## src/rtl/img_pkg.sv

```systemverilog
// Shared types and constants for the image write path.
//   rgb_pair_t      : two RGB pixels packed as {R0,G0,B0,R1,G1,B1}, R0 in [47:40]
//   wr_arb_state_e  : image_write_arbiter state encoding (also exported for debug)
//   DEFAULT_WIDTH / DEFAULT_HEIGHT : default image geometry
//   BMP_HEADER_SIZE : byte size of the BMP file header used by the writer
package img_pkg;

    localparam int DEFAULT_WIDTH   = 956;
    localparam int DEFAULT_HEIGHT  = 635;
    localparam int BMP_HEADER_SIZE = 54;

    typedef struct packed {
        logic [7:0] r0;
        logic [7:0] g0;
        logic [7:0] b0;
        logic [7:0] r1;
        logic [7:0] g1;
        logic [7:0] b1;
    } rgb_pair_t;

    typedef enum logic [1:0] {
        ST_IDLE  = 2'd0,
        ST_GRANT = 2'd1,
        ST_DONE  = 2'd2
    } wr_arb_state_e;

endpackage

```

## src/rtl/frame_pos_counter.sv

```systemverilog
// Frame position counter: tracks the pair index and the (row, pair column)
// of the NEXT pair of a frame. Saturates on the last pair of the frame.
//   clk, rst_n : clock, synchronous active-low reset
//   clear      : restart at pair 0 / row 0 / col 0
//   inc        : one pair consumed
//   col, row   : position of the next pair
//   last       : the next pair is the final pair of the frame
module frame_pos_counter
    import img_pkg::*;
#(
    parameter int WIDTH  = DEFAULT_WIDTH,
    parameter int HEIGHT = DEFAULT_HEIGHT
) (
    input  logic                                                clk,
    input  logic                                                rst_n,
    input  logic                                                clear,
    input  logic                                                inc,
    output logic [((WIDTH/2 > 1) ? $clog2(WIDTH/2) : 1)-1:0]    col,
    output logic [((HEIGHT > 1) ? $clog2(HEIGHT) : 1)-1:0]      row,
    output logic                                                last
);

    localparam int PAIRS = WIDTH * HEIGHT / 2;
    localparam int COL_W = (WIDTH/2 > 1) ? $clog2(WIDTH/2) : 1;
    localparam int ROW_W = (HEIGHT > 1) ? $clog2(HEIGHT) : 1;
    localparam int CNT_W = (PAIRS > 1) ? $clog2(PAIRS) : 1;

    logic [CNT_W-1:0] cnt;

    assign last = (cnt == CNT_W'(PAIRS - 1));

    always_ff @(posedge clk) begin
        if (!rst_n || clear) begin
            cnt <= '0;
            col <= '0;
            row <= '0;
        end else if (inc && !last) begin
            // Holding at the last pair keeps every field within its maximum.
            cnt <= cnt + CNT_W'(1);
            if (col == COL_W'(WIDTH/2 - 1)) begin
                col <= '0;
                row <= row + ROW_W'(1);
            end else begin
                col <= col + COL_W'(1);
            end
        end
    end

endmodule

```

## src/rtl/image_write_arbiter.sv

```systemverilog
// Frame-granular arbiter sharing one image writer port between two pair
// requesters. A requester owns the writer for exactly one full frame; the
// accepted pair is registered onto the DATA_WRITE_* bus with an hsync strobe.
//   HCLK, HRESETn        : clock, synchronous active-low reset
//   en                   : arbitration enable, only looked at in IDLE
//   valid0/1, pair0/1    : requester streams, {R0,G0,B0,R1,G1,B1}
//   ready0/1             : registered, high only for the owner during a frame
//   hsync, DATA_WRITE_*  : one strobe per forwarded pair, data held between
//   grant                : one-hot owner, 0 when idle
//   row, col             : position of the last forwarded pair
//   frame_done           : pulse together with the hsync of the last pair
//   busy                 : a frame is in progress (GRANT or DONE)
//   state                : current arbiter state (debug)
//
// Handshake: a pair transfers on a rising edge where valid and ready are both
// high. ready is registered and never depends on valid; the requester must
// hold its pair stable until it transfers.
module image_write_arbiter
    import img_pkg::*;
#(
    parameter int WIDTH  = DEFAULT_WIDTH,
    parameter int HEIGHT = DEFAULT_HEIGHT
) (
    input  logic                                                HCLK,
    input  logic                                                HRESETn,
    input  logic                                                en,
    input  logic                                                valid0,
    input  logic                                                valid1,
    input  logic [47:0]                                         pair0,
    input  logic [47:0]                                         pair1,
    output logic                                                ready0,
    output logic                                                ready1,
    output logic                                                hsync,
    output logic [7:0]                                          DATA_WRITE_R0,
    output logic [7:0]                                          DATA_WRITE_G0,
    output logic [7:0]                                          DATA_WRITE_B0,
    output logic [7:0]                                          DATA_WRITE_R1,
    output logic [7:0]                                          DATA_WRITE_G1,
    output logic [7:0]                                          DATA_WRITE_B1,
    output logic [1:0]                                          grant,
    output logic [((HEIGHT > 1) ? $clog2(HEIGHT) : 1)-1:0]      row,
    output logic [((WIDTH/2 > 1) ? $clog2(WIDTH/2) : 1)-1:0]    col,
    output logic                                                frame_done,
    output logic                                                busy,
    output wr_arb_state_e                                       state
);

    localparam int COL_W = (WIDTH/2 > 1) ? $clog2(WIDTH/2) : 1;
    localparam int ROW_W = (HEIGHT > 1) ? $clog2(HEIGHT) : 1;

    if (WIDTH % 2 != 0) begin : g_width_check
        $error("image_write_arbiter: WIDTH must be even");
    end

    rgb_pair_t        data_q;
    logic             last_owner;   // index of the previous frame's owner
    logic             start;
    logic             accept;
    logic [1:0]       pick;
    logic [COL_W-1:0] pos_col;
    logic [ROW_W-1:0] pos_row;
    logic             pos_last;

    assign start  = en && (valid0 || valid1);
    assign accept = (ready0 && valid0) || (ready1 && valid1);

    // Round-robin on a tie: the requester that did not own the last frame.
    always_comb begin
        pick = 2'b00;
        if (valid0 && valid1) begin
            pick = last_owner ? 2'b01 : 2'b10;
        end else if (valid0) begin
            pick = 2'b01;
        end else if (valid1) begin
            pick = 2'b10;
        end
    end

    frame_pos_counter #(
        .WIDTH  (WIDTH),
        .HEIGHT (HEIGHT)
    ) u_pos (
        .clk   (HCLK),
        .rst_n (HRESETn),
        .clear (state == ST_IDLE && start),
        .inc   (accept),
        .col   (pos_col),
        .row   (pos_row),
        .last  (pos_last)
    );

    always_ff @(posedge HCLK) begin
        if (!HRESETn) begin
            state      <= ST_IDLE;
            grant      <= 2'b00;
            ready0     <= 1'b0;
            ready1     <= 1'b0;
            hsync      <= 1'b0;
            data_q     <= '0;
            row        <= '0;
            col        <= '0;
            frame_done <= 1'b0;
            busy       <= 1'b0;
            last_owner <= 1'b1;
        end else begin
            hsync      <= 1'b0;
            frame_done <= 1'b0;
            case (state)
                ST_IDLE: begin
                    if (start) begin
                        grant <= pick;
                        row   <= '0;
                        col   <= '0;
                        busy  <= 1'b1;
                        state <= ST_GRANT;
                    end
                end
                ST_GRANT: begin
                    ready0 <= grant[0];
                    ready1 <= grant[1];
                    if (accept) begin
                        hsync  <= 1'b1;
                        data_q <= grant[1] ? rgb_pair_t'(pair1) : rgb_pair_t'(pair0);
                        row    <= pos_row;
                        col    <= pos_col;
                        if (pos_last) begin
                            ready0     <= 1'b0;
                            ready1     <= 1'b0;
                            frame_done <= 1'b1;
                            state      <= ST_DONE;
                        end
                    end
                end
                ST_DONE: begin
                    last_owner <= grant[1];
                    grant      <= 2'b00;
                    busy       <= 1'b0;
                    state      <= ST_IDLE;
                end
                default: state <= ST_IDLE;
            endcase
        end
    end

    assign DATA_WRITE_R0 = data_q.r0;
    assign DATA_WRITE_G0 = data_q.g0;
    assign DATA_WRITE_B0 = data_q.b0;
    assign DATA_WRITE_R1 = data_q.r1;
    assign DATA_WRITE_G1 = data_q.g1;
    assign DATA_WRITE_B1 = data_q.b1;

endmodule
```

## config.mk

```make
export PLATFORM = sky130hd
export DESIGN_NAME = image_write_arbiter
export DESIGN_NICKNAME = d
export VERILOG_FILES = /design/src/rtl/img_pkg.sv /design/src/rtl/frame_pos_counter.sv /design/src/rtl/image_write_arbiter.sv
export SDC_FILE = /design/constraint.sdc
export NUM_CORES = 1
export LEC_CHECK = 0
export ABC_AREA = 1
export CORE_MARGIN = 2
export CORE_UTILIZATION = 45
export DETAILED_ROUTE_END_ITERATION = 10
export HOLD_SLACK_MARGIN = 0.08
export PLACE_DENSITY = 0.78
export SLEW_MARGIN = 10
export SYNTH_ARGS = -nofsm -noshare
export SYNTH_HDL_FRONTEND = slang
export SYNTH_SLANG_ARGS = --single-unit
```

## constraint.sdc

```tcl
create_clock -name HCLK -period 4.82 [get_ports HCLK]
set_input_delay 0.482 -clock HCLK [delete_from_list [all_inputs] [get_ports HCLK]]
set_output_delay 0.482 -clock HCLK [all_outputs]
set_load 0.03 [all_outputs]
```

==> reports/qor.yml, run 1 <==
critical_path:
  crit_end: "grant[1]"
  slowest_delay_ns: 0.95
  crit_family: "flip-flops"
  critPathBufInv: 1
  cp.arrival_ns: 2.26
  slowest_stage: "dfxtp_4"
  reg2reg_setup_slack_ns: 2.30
  crit_chain: "clkdlybuf4s50_1"
  worstSetupStartpoint: "grant[1]$_SDFFE_PN0P_"
  critPathKind: "reg2out"
  r2r_end: "DATA_WRITE_B0[3]$_SDFFE_PN0P_"
  crit_fanout: 100
  critPathCaptureType: "primary output"
  start_kind: "flop"
  cp.depth: 1
  cp.required_ns: 4.34
  reg2reg_depth: 7
  worstReg2RegStart: "ready1$_SDFFE_PN0P_"
cts:
  cts_sinks: 115
  cts_tree: "built"
  cts_root_buffer: "clkbuf_16"
  cts_setup_buffers: 0
  cts_resized: 0
  clock_path_buffers: 2
  htree_levels: 4
  cts_buffers: 17
  clkLatencyLatePin_ns: 0.41
  clk_pin_slew_worst_paths_ns: 0.05
  hold_buffers: 0
yosys:
  synthTopCellsByArea: "dfxtp_1, a21oi_1, nand2_1"
  synth_cells: 823
  async_flop_share: 0
  synth_top_cell_area_share: 0.412
  synth_edf_count: 0
  synthMostInstantiatedCell: "nand2_1"
  ys_warn_count: 0
  yosys.area.top_type: "dfxtp_1"
  synth_nets: 929
  synthDistinctLibCells: 27
  ys_seq_area_frac: 0.412
  ys_ff_latch: 115
  syn_area_sq_um: 5580
  syn_avg_cell_area_sq_um: 6.78
  synth_flop_cell: "dfxtp_1"
  synth_common_cells: "nand2_1, a21oi_1, nor2_1, dfxtp_1, inv_1"
floorplan:
  die_y_um: 115
  die_area_sq_um: 13300
  dieWidth_um: 115
  start_util: 0.463
  core-area_sq_um: 12100
  row_count: 40
  pin_count: 177
cells_and_area:
  drive_above_1_share: 0.0476
  nets: 1082
  areaGrowthSynthToFinish_pct: 43.7
  postLayoutCoreUtil: 0.665
  antennaDiodeCount: 0
drt:
  drc: 0
  avgViaCountPerCell: 5.06
  wl_per_cell_um: 14.5
  ant_nets: 0
  first_pass_iters: 5
  vias: 5846
  drt_iter0_drc: 458
  routed_wl_um: 16800
power:
  finalPower_mw: 2.65
  p_leak_nw: 3.17
  powerDensity_nw_per_um2: 330
  peakVddDrop_v: 0.000266
sta:
  finalSetupViolations: 0
  grt_setup_unrepaired: "false"
  fin_setup_tns_ns: 0
  finalMaxSlewViolations: 0
  fmaxAchievable_ghz: 0.365
  worstMarginPinSlew_ns: 0.971
  period_minus_slack_ns: 2.74
  clock-skew-final_ns: 0.00758
  hold_viol: 0
  timing.slew.headroom: 0.352
  fin_crit_sh: 0.569
place:
  gp_congestion: 0.878
  portBuffers: 176
  hpwl_um: 11400
hold_path:
  hp-class: "reg2reg"
  whs_path_depth: 2
global_route:
  overflow: 0
  grt_max_degree: 101
  grt_pass1_vias: 5182
  antenna_found_initial: 0
  grt_pass1_wl_um: 25700
  grt_use_total: 0.247
status:
  outcome: "finished clean"
job:
  drv_cap: 0
## state kept, by name, summed over array words and instances, names as in the netlist
signal and cells:
DATA_WRITE_B0 8, DATA_WRITE_B1 8, DATA_WRITE_G0 8, DATA_WRITE_G1 8
DATA_WRITE_R0 8, DATA_WRITE_R1 8, busy 1, col 9
frame_done 1, grant 2, hsync 1, last_owner 1
ready0 1, ready1 1, row 10, state 2
u_pos.cnt 19, u_pos.col 9, u_pos.row 10
## per-layer routing
layer	routed length (um)	GRT usage	share of wire
met5	0	0	0
met4	388	0.117	0.023
met3	1430	0.0596	0.085
met2	8340	0.427	0.50
met1	6620	0.286	0.39
## power breakdown
group	switching [mW]	internal [mW]
clock	0.430	1.00
sequential	0.0161	0.964
combinational	0.114	0.120
total	0.560	2.09
## cells by family (layout without fill, tap and decap cells)
| logic type | after synthesis | in the layout | synth area share |
|---|---|---|---|
| and+or+nand+nor | 325 | 325 | 0.245 |
| AOI/OAI and AO/OA | 221 | 221 | 0.199 |
| buffers and inverters | 139 | 304 | 0.104 |
| DFF | 115 | 115 | 0.412 |
| xor gates and xnor gates | 18 | 18 | 0.0282 |
| adders and majority gates | 5 | 5 | 0.0112 |
## metrics by stage
step	worst slack [ns]	instances	hold WS, ns	instance area, sq um
finish	2.08	1156	0.465	8020
detailed placement	1.77	1125	0.460	7350
global placement	1.85	1125	0.455	7350
global route	1.87	1156	0.487	8020
floorplan	3.22	823	0.466	5580
CTS	2.10	1156	0.470	8020
## layout by cell type (no fill, tap or decap), drive strengths merged
cell	instances
a21oi	152
buf	4
bufinv	6
clkbuf	21
clkdlybuf4s50	175
clkinv	3
clkinvlp	1
dfxtp	115
ha	5
inv	94
nand2	156
nand3	30
nand3b	2
nand4	13
nor2	118
nor3	5
o211ai	1
o21ai	68
or2	1
xnor2	6
xor2	12
## worst min-delay path by stage
stage | startpoint | end | slack, ns
4_1_cts | row[7]$_SDFFE_PN0P_ | row[7]$_SDFFE_PN0P_ | 0.47
3_5_place_dp | row[2]$_SDFFE_PN0P_ | row[2]$_SDFFE_PN0P_ | 0.46
5_1_grt | row[7]$_SDFFE_PN0P_ | row[7]$_SDFFE_PN0P_ | 0.49
2_1_floorplan | u_pos.row[8]$_SDFFE_PP0P_ | u_pos.row[8]$_SDFFE_PP0P_ | 0.47
6_report | row[2]$_SDFFE_PN0P_ | row[2]$_SDFFE_PN0P_ | 0.46
3_3_place_gp | row[0]$_SDFFE_PN0P_ | row[0]$_SDFFE_PN0P_ | 0.45
## area by class of cell
type,count,area [sq um]
Sequential cell,115,2310
Clock inverter,10,203
Inverter,94,353
Clock buffer,21,470
Multi-Input combinational cell,569,2700
Tap cell,168,210
Timing Repair Buffer,179,1780
Fill cell,1079,4040
Power figures use the tool's default switching activity.
==> inputs of run 2 (changes only) <==
==> constraint.sdc (replaced) <==
create_clock -name HCLK -period 2.9 [get_ports HCLK]
set_input_delay 0.29 -clock HCLK [delete_from_list [all_inputs] [get_ports HCLK]]
set_output_delay 0.29 -clock HCLK [all_outputs]
set_load 0.03 [all_outputs]
==> run 2 against run 1 <==
Compared with the run above: setup slack got worse by 1.2 ns; count of clock-buffer cells in the layout grew 2; total power is 63% higher; largest cell class unchanged; non-clock buffer count increased by 4; final area rose by 0.28%; sequential cell count is the same; combinational power grew 70%; critical path depth grew 7; largest power group unchanged; hold slack worse by 0.22 ns; sequential share of layout area fell by 0.081 points.
==> reports/qor.yml, run 2 (synthesis results as in run 1) <==
status:
  outcome: "finished clean"
critical_path:
  r2r_end: "u_pos.cnt[9]$_SDFFE_PP0P_"
  reg2reg_setup_slack_ns: 0.85
  cp.required_ns: 3.18
  crit_chain: "ha_1, nand2_1, nor3_4, nand3_4, nand2_4, inv_2, nand2_1, a21oi_1"
  crit_fanout: 26
  slowest_delay_ns: 0.42
  critPathKind: "reg2reg"
  worstSetupStartpoint: "u_pos.cnt[0]$_SDFFE_PP0P_"
  crit_top_cell: "nand2_1"
  critPathBufInv: 1
  start_kind: "flop"
  crit_family: "simple AND/OR/NAND/NOR gates"
  reg2reg_depth: 8
  cp.arrival_ns: 2.33
  slowest_stage: "dfxtp_1"
  worstReg2RegStart: "u_pos.cnt[0]$_SDFFE_PP0P_"
  critPathCaptureType: "flop"
sta:
  fin_crit_sh: 0.709
  finalMaxSlewViolations: 0
  worstMarginPinSlew_ns: 0.657
  timing.slew.headroom: 0.562
  clock-skew-final_ns: 0.0108
  grt_setup_unrepaired: "false"
  finalSetupViolations: 0
  fin_setup_tns_ns: 0
  fmaxAchievable_ghz: 0.487
  hold_viol: 0
  layout_setup_ws_ns: 0.845
  period_minus_slack_ns: 2.05
cts:
  clock_path_buffers: 2
  cts_tree: "built"
  cts_root_buffer: "clkbuf_16"
  clkLatencyLatePin_ns: 0.41
  hold_buffers: 0
  cts_resized: 0
  cts_sinks: 115
  cts_buffers: 17
  cts_setup_buffers: 0
  clk_pin_slew_worst_paths_ns: 0.05
  htree_levels: 4
power:
  powerDensity_nw_per_um2: 537
  p_leak_nw: 3.18
  finalPower_mw: 4.32
  peakVddDrop_v: 0.000417
cells_and_area:
  top_regs: "u_pos.cnt x19, row x10, u_pos.row x10"
  regMostFlops: "u_pos.cnt"
  largest_reg_flops: 19
  layout_common_cells: "clkdlybuf4s50_1, nand2_1, a21oi_1, nor2_1, dfxtp_1"
  final_common_cell: "clkdlybuf4s50_1"
  drive_above_1_share: 0.0504
  nets: 1086
  antennaDiodeCount: 0
  areaGrowthSynthToFinish_pct: 44.1
drt:
  ant_nets: 0
  first_pass_iters: 5
  vias: 5810
  avgViaCountPerCell: 5.00
  drt_iter0_drc: 475
  routed_wl_um: 16700
  drc: 0
  wl_per_cell_um: 14.4
global_route:
  grt_pass1_wl_um: 25700
  overflow: 0
  grt_pass1_vias: 5238
  grt_use_total: 0.247
  grt_max_degree: 97
  antenna_found_initial: 0
floorplan:
  pin_count: 177
  row_count: 40
  die_y_um: 115
  start_util: 0.463
  core-area_sq_um: 12100
  die_area_sq_um: 13300
  dieWidth_um: 115
hold_path:
  hp-class: "in2reg"
  min_to: "last_owner$_SDFFE_PN1P_"
  whs_path_depth: 2
  min-delay-start: "HRESETn"
place:
  gp_congestion: 0.909
  portBuffers: 176
  dpl_worst_slack_ns: 0.662
  hpwl_um: 11700
job:
  drv_cap: 0
==> run 2: changes by cell type in the layout (fill, tap and decap cells not counted), sizes merged <==
cell	previous run	this run
buf	4	8
clkbuf	21	23
bufinv	6	5
clkinv	3	2
clkinvlp	1	2
==> run 2: stage by stage <==
step	std cells	utilization	hold WS, ns	area (sq um)
after floorplan	823	-	0.466	5580
after global placement	1129	0.613	0.455	7390
after detailed placement	1129	0.613	0.460	7390
after CTS	1161	0.667	0.232	8040
after global routing	1161	0.667	0.235	8040
final	1161	0.667	0.244	8040
==> run 2: how the worst max path moves through the flow <==
| stage | end | slack [ns] | cells after the start |
|---|---|---|---|
| 2_1_floorplan | DATA_WRITE_B0[0]$_SDFFE_PN0P_ | 1.33 | 7 |
| 3_3_place_gp | col[8]$_SDFFE_PN0P_ | 0.73 | 8 |
| 3_5_place_dp | DATA_WRITE_B0[4]$_SDFFE_PN0P_ | 0.66 | 8 |
| 4_1_cts | u_pos.col[8]$_SDFFE_PP0P_ | 0.87 | 8 |
| 5_1_grt | u_pos.cnt[9]$_SDFFE_PP0P_ | 0.66 | 8 |
| 6_report | u_pos.cnt[9]$_SDFFE_PP0P_ | 0.85 | 8 |
==> run 2: routing by layer <==
| layer | up-vias | global-route usage | routed length, um | share of wire |
|---|---|---|---|---|
| li1 | 2981 | - | - | - |
| met4 | 0 | 0.0876 | 376 | 0.023 |
| met3 | 29 | 0.0743 | 1230 | 0.074 |
| met5 | - | 0 | 0 | 0 |
| met1 | 2601 | 0.286 | 6920 | 0.41 |
| met2 | 199 | 0.431 | 8180 | 0.49 |
==> run 2: area by class of cell <==
| cell class | count | area (sq um) |
|---|---|---|
| clock buffer | 23 | 478 |
| clock inverter | 9 | 175 |
| fill | 1035 | 4020 |
| inverter | 94 | 353 |
| multi-input combinational | 569 | 2700 |
| sequential | 115 | 2310 |
| tap | 168 | 210 |
| timing repair buffer | 183 | 1820 |
==> run 2: report_power, final <==
group / switching [mW] / internal [mW] / leakage (nW)
registers: 0.0194 / 1.60 / 0.930
logic: 0.196 / 0.202 / 1.94
clock network: 0.708 / 1.59 / 0.313
==> run 2: worst reg2reg max path, stage by stage (launching register included) <==
cell and delay (ns):
dfxtp_1 0.42, ha_1 0.20, nand2_1 0.09, nor3_4 0.18, nand3_4 0.22, nand2_4 0.32, inv_2 0.27, nand2_1 0.15
a21oi_1 0.08
==> inputs of run 3 (changes only) <==
--- a/config.mk
+++ b/config.mk
@@ -7,10 +7,10 @@
 export LEC_CHECK = 0
 export ABC_AREA = 1
 export CORE_MARGIN = 2
-export CORE_UTILIZATION = 45
+export CORE_UTILIZATION = 42
 export DETAILED_ROUTE_END_ITERATION = 10
 export HOLD_SLACK_MARGIN = 0.08
-export PLACE_DENSITY = 0.78
+export PLACE_DENSITY = 0.76
 export SLEW_MARGIN = 10
 export SYNTH_ARGS = -nofsm -noshare
 export SYNTH_HDL_FRONTEND = slang
==> constraint.sdc (replaced) <==
create_clock -name HCLK -period 1.7 [get_ports HCLK]
set_input_delay 0.17 -clock HCLK [delete_from_list [all_inputs] [get_ports HCLK]]
set_output_delay 0.17 -clock HCLK [all_outputs]
set_load 0.03 [all_outputs]
==> run 3 against run 2 <==
Compared with the run above: largest power group unchanged; cell count increased by 3.6%; via count increased by 1.2%; sequential cell count unchanged.
==> reports/qor.yml, run 3 (synthesis results as in run 1) <==
critical_path:
  reg2reg_setup_slack_ns: 0.12
  worstReg2RegStart: "u_pos.cnt[1]$_SDFFE_PP0P_"
  crit_chain: "clkdlybuf4s50_1"
  r2r_end: "u_pos.cnt[0]$_SDFFE_PP0P_"
  slowest_stage: "clkdlybuf4s50_1"
  cp.required_ns: 1.53
  crit_fanout: 4
  cp.arrival_ns: 1.49
  reg2reg_depth: 10
  start_kind: "flop"
  critPathCaptureType: "primary output"
  critPathBufInv: 1
  slowest_delay_ns: 0.70
  crit_family: "buffers and inverters"
  critPathKind: "reg2out"
cells_and_area:
  largest_reg_flops: 19
  areaGrowthSynthToFinish_pct: 49.6
  final_common_cell: "clkdlybuf4s50_1"
  seq_area_sq_um: 2310
  multiInputGateArea_sq_um: 2720
  layout_common_cells: "clkdlybuf4s50_1, nand2_1, a21oi_1, nor2_1, dfxtp_1"
  top_regs: "u_pos.cnt x19, row x10, u_pos.row x10"
  nets: 1120
  regMostFlops: "u_pos.cnt"
  antennaDiodeCount: 0
  drive_above_1_share: 0.0896
  fillers: 1156
  final_cell_count_no_fill: 1203
hold_path:
  min_to: "col[8]$_SDFFE_PN0P_"
  hp-class: "in2reg"
  min-delay-start: "HRESETn"
  whs_path_depth: 3
cts:
  cts_root_buffer: "clkbuf_16"
  cts_tree: "built"
  htree_levels: 4
  clock_path_buffers: 2
  clkLatencyLatePin_ns: 0.42
  cts_buffers: 17
  cts_sinks: 115
  clk_pin_slew_worst_paths_ns: 0.06
drt:
  drt_iter0_drc: 350
  first_pass_iters: 4
  ant_nets: 0
  vias: 5878
  routed_wl_um: 16100
  wl_per_cell_um: 13.4
  avgViaCountPerCell: 4.89
  drc: 0
power:
  powerDensity_nw_per_um2: 837
  p_leak_nw: 3.37
  peakVddDrop_v: 0.000801
floorplan:
  dieWidth_um: 119
  die_y_um: 119
  die_area_sq_um: 14200
  core-area_sq_um: 13100
  start_util: 0.427
  pin_count: 177
  row_count: 42
sta:
  timing.slew.headroom: 0.646
  hold_slack_ns: 0.158
  fmaxAchievable_ghz: 0.602
  fin_crit_sh: 0.977
  finalSetupViolations: 0
  clock-skew-final_ns: 0.0136
  finalMaxSlewViolations: 0
  grt_setup_unrepaired: "true"
  fin_setup_tns_ns: 0
  worstMarginPinSlew_ns: 0.530
  period_minus_slack_ns: 1.66
  hold_viol: 0
place:
  gp_congestion: 0.845
  dp_cells: 1171
  hpwl_um: 11600
  portBuffers: 176
global_route:
  grt_pass1_vias: 5388
  grt_pass1_wl_um: 26000
  overflow: 0
  grt_use_total: 0.226
  grt_max_degree: 39
  antenna_found_initial: 0
job:
  drv_cap: 0
status:
  outcome: "finished clean"
run 3: cell types whose count changed in the layout (fill, tap and decap cells not counted), moves of 2 or more:
cell and delta:
clkbuf_8 -2, clkbuf_1 -3, inv_6 +3, bufinv_16 -3, dlygate4sd2_1 +2, clkdlybuf4s50_1 -4
nor2_2 +2, clkinv_4 +3, buf_4 +27, nor2_1 -2, clkinvlp_4 +2, buf_12 +7
run 3: worst reg2reg max path: stages, from the launching register on:
cell	delay [ns]
dfxtp_1	0.39
inv_1	0.06
ha_1	0.19
nand2_1	0.10
nor3_4	0.05
nand3_4	0.15
nand2_8	0.09
inv_2	0.10
buf_12	0.15
nand2_1	0.06
a21oi_1	0.15
run 3: area by class of cell:
| type | count | area share |
|---|---|---|
| multi-input cells | 569 | 0.325 |
| flip-flops and latches | 115 | 0.276 |
| repair buffers | 217 | 0.259 |
| clock buffers | 18 | 0.0526 |
| inverters | 94 | 0.0422 |
| well taps | 176 | 0.0264 |
| clock inverters | 14 | 0.0183 |
run 3: how the worst max path moves through the flow:
| stage | from | end | slack [ns] | cells after the start |
|---|---|---|---|---|
| after floorplan | state[0]$_SDFFE_PN0P_ | DATA_WRITE_B0[0]$_SDFFE_PN0P_ | 0.13 | 7 |
| after global placement | valid1 | grant[0]$_SDFFE_PN0P_ | 0.002 | 8 |
| after detailed placement | valid1 | busy$_SDFFE_PN0P_ | -0.03 | 10 |
| after CTS | grant[0]$_SDFFE_PN0P_ | grant[0] | 0.0007 | 1 |
| after global routing | u_pos.cnt[1]$_SDFFE_PP0P_ | u_pos.cnt[0]$_SDFFE_PP0P_ | -0.02 | 9 |
| final | state[0]$_SDFFE_PN0P_ | state[0] | 0.04 | 1 |
run 3: stage by stage:
step | worst slack, ns | utilization | cell area, sq um | power [mW]
after floorplan | 0.128 | - | 5580 | 3.13
after global placement | 0.00189 | 0.592 | 7740 | 3.52
after detailed placement | -0.0303 | 0.592 | 7740 | 3.53
after CTS | 0.000731 | 0.637 | 8330 | 7.07
after global routing | -0.0213 | 0.638 | 8350 | 7.25
final | 0.0385 | 0.638 | 8350 | 6.99
run 3: where the power goes:
group / leakage [nW] / switching, mW / internal [mW] / total (mW)
combinational: 2.16 / 0.342 / 0.371 / 0.713
sequential: 0.930 / 0.0290 / 2.73 / 2.76
clock: 0.279 / 1.31 / 2.20 / 3.52
run 3: layer usage:
metal  track usage  routed length, um  vias to the layer above
li1              -                  -                     3052
met1         0.284               7310                     2634
met2         0.374               7450                      170
met3        0.0656               1060                       22
met4        0.0728                243                        0
met5             0                  0                        -
run 3: timing repair:
| item | in CTS | in global routing |
|---|---|---|
| resized for setup | 2 | 7 |
| endpoints found under the setup margin | 2 | 28 |
| setup buffers | 0 | 0 |
| hold buffers | 0 | 0 |
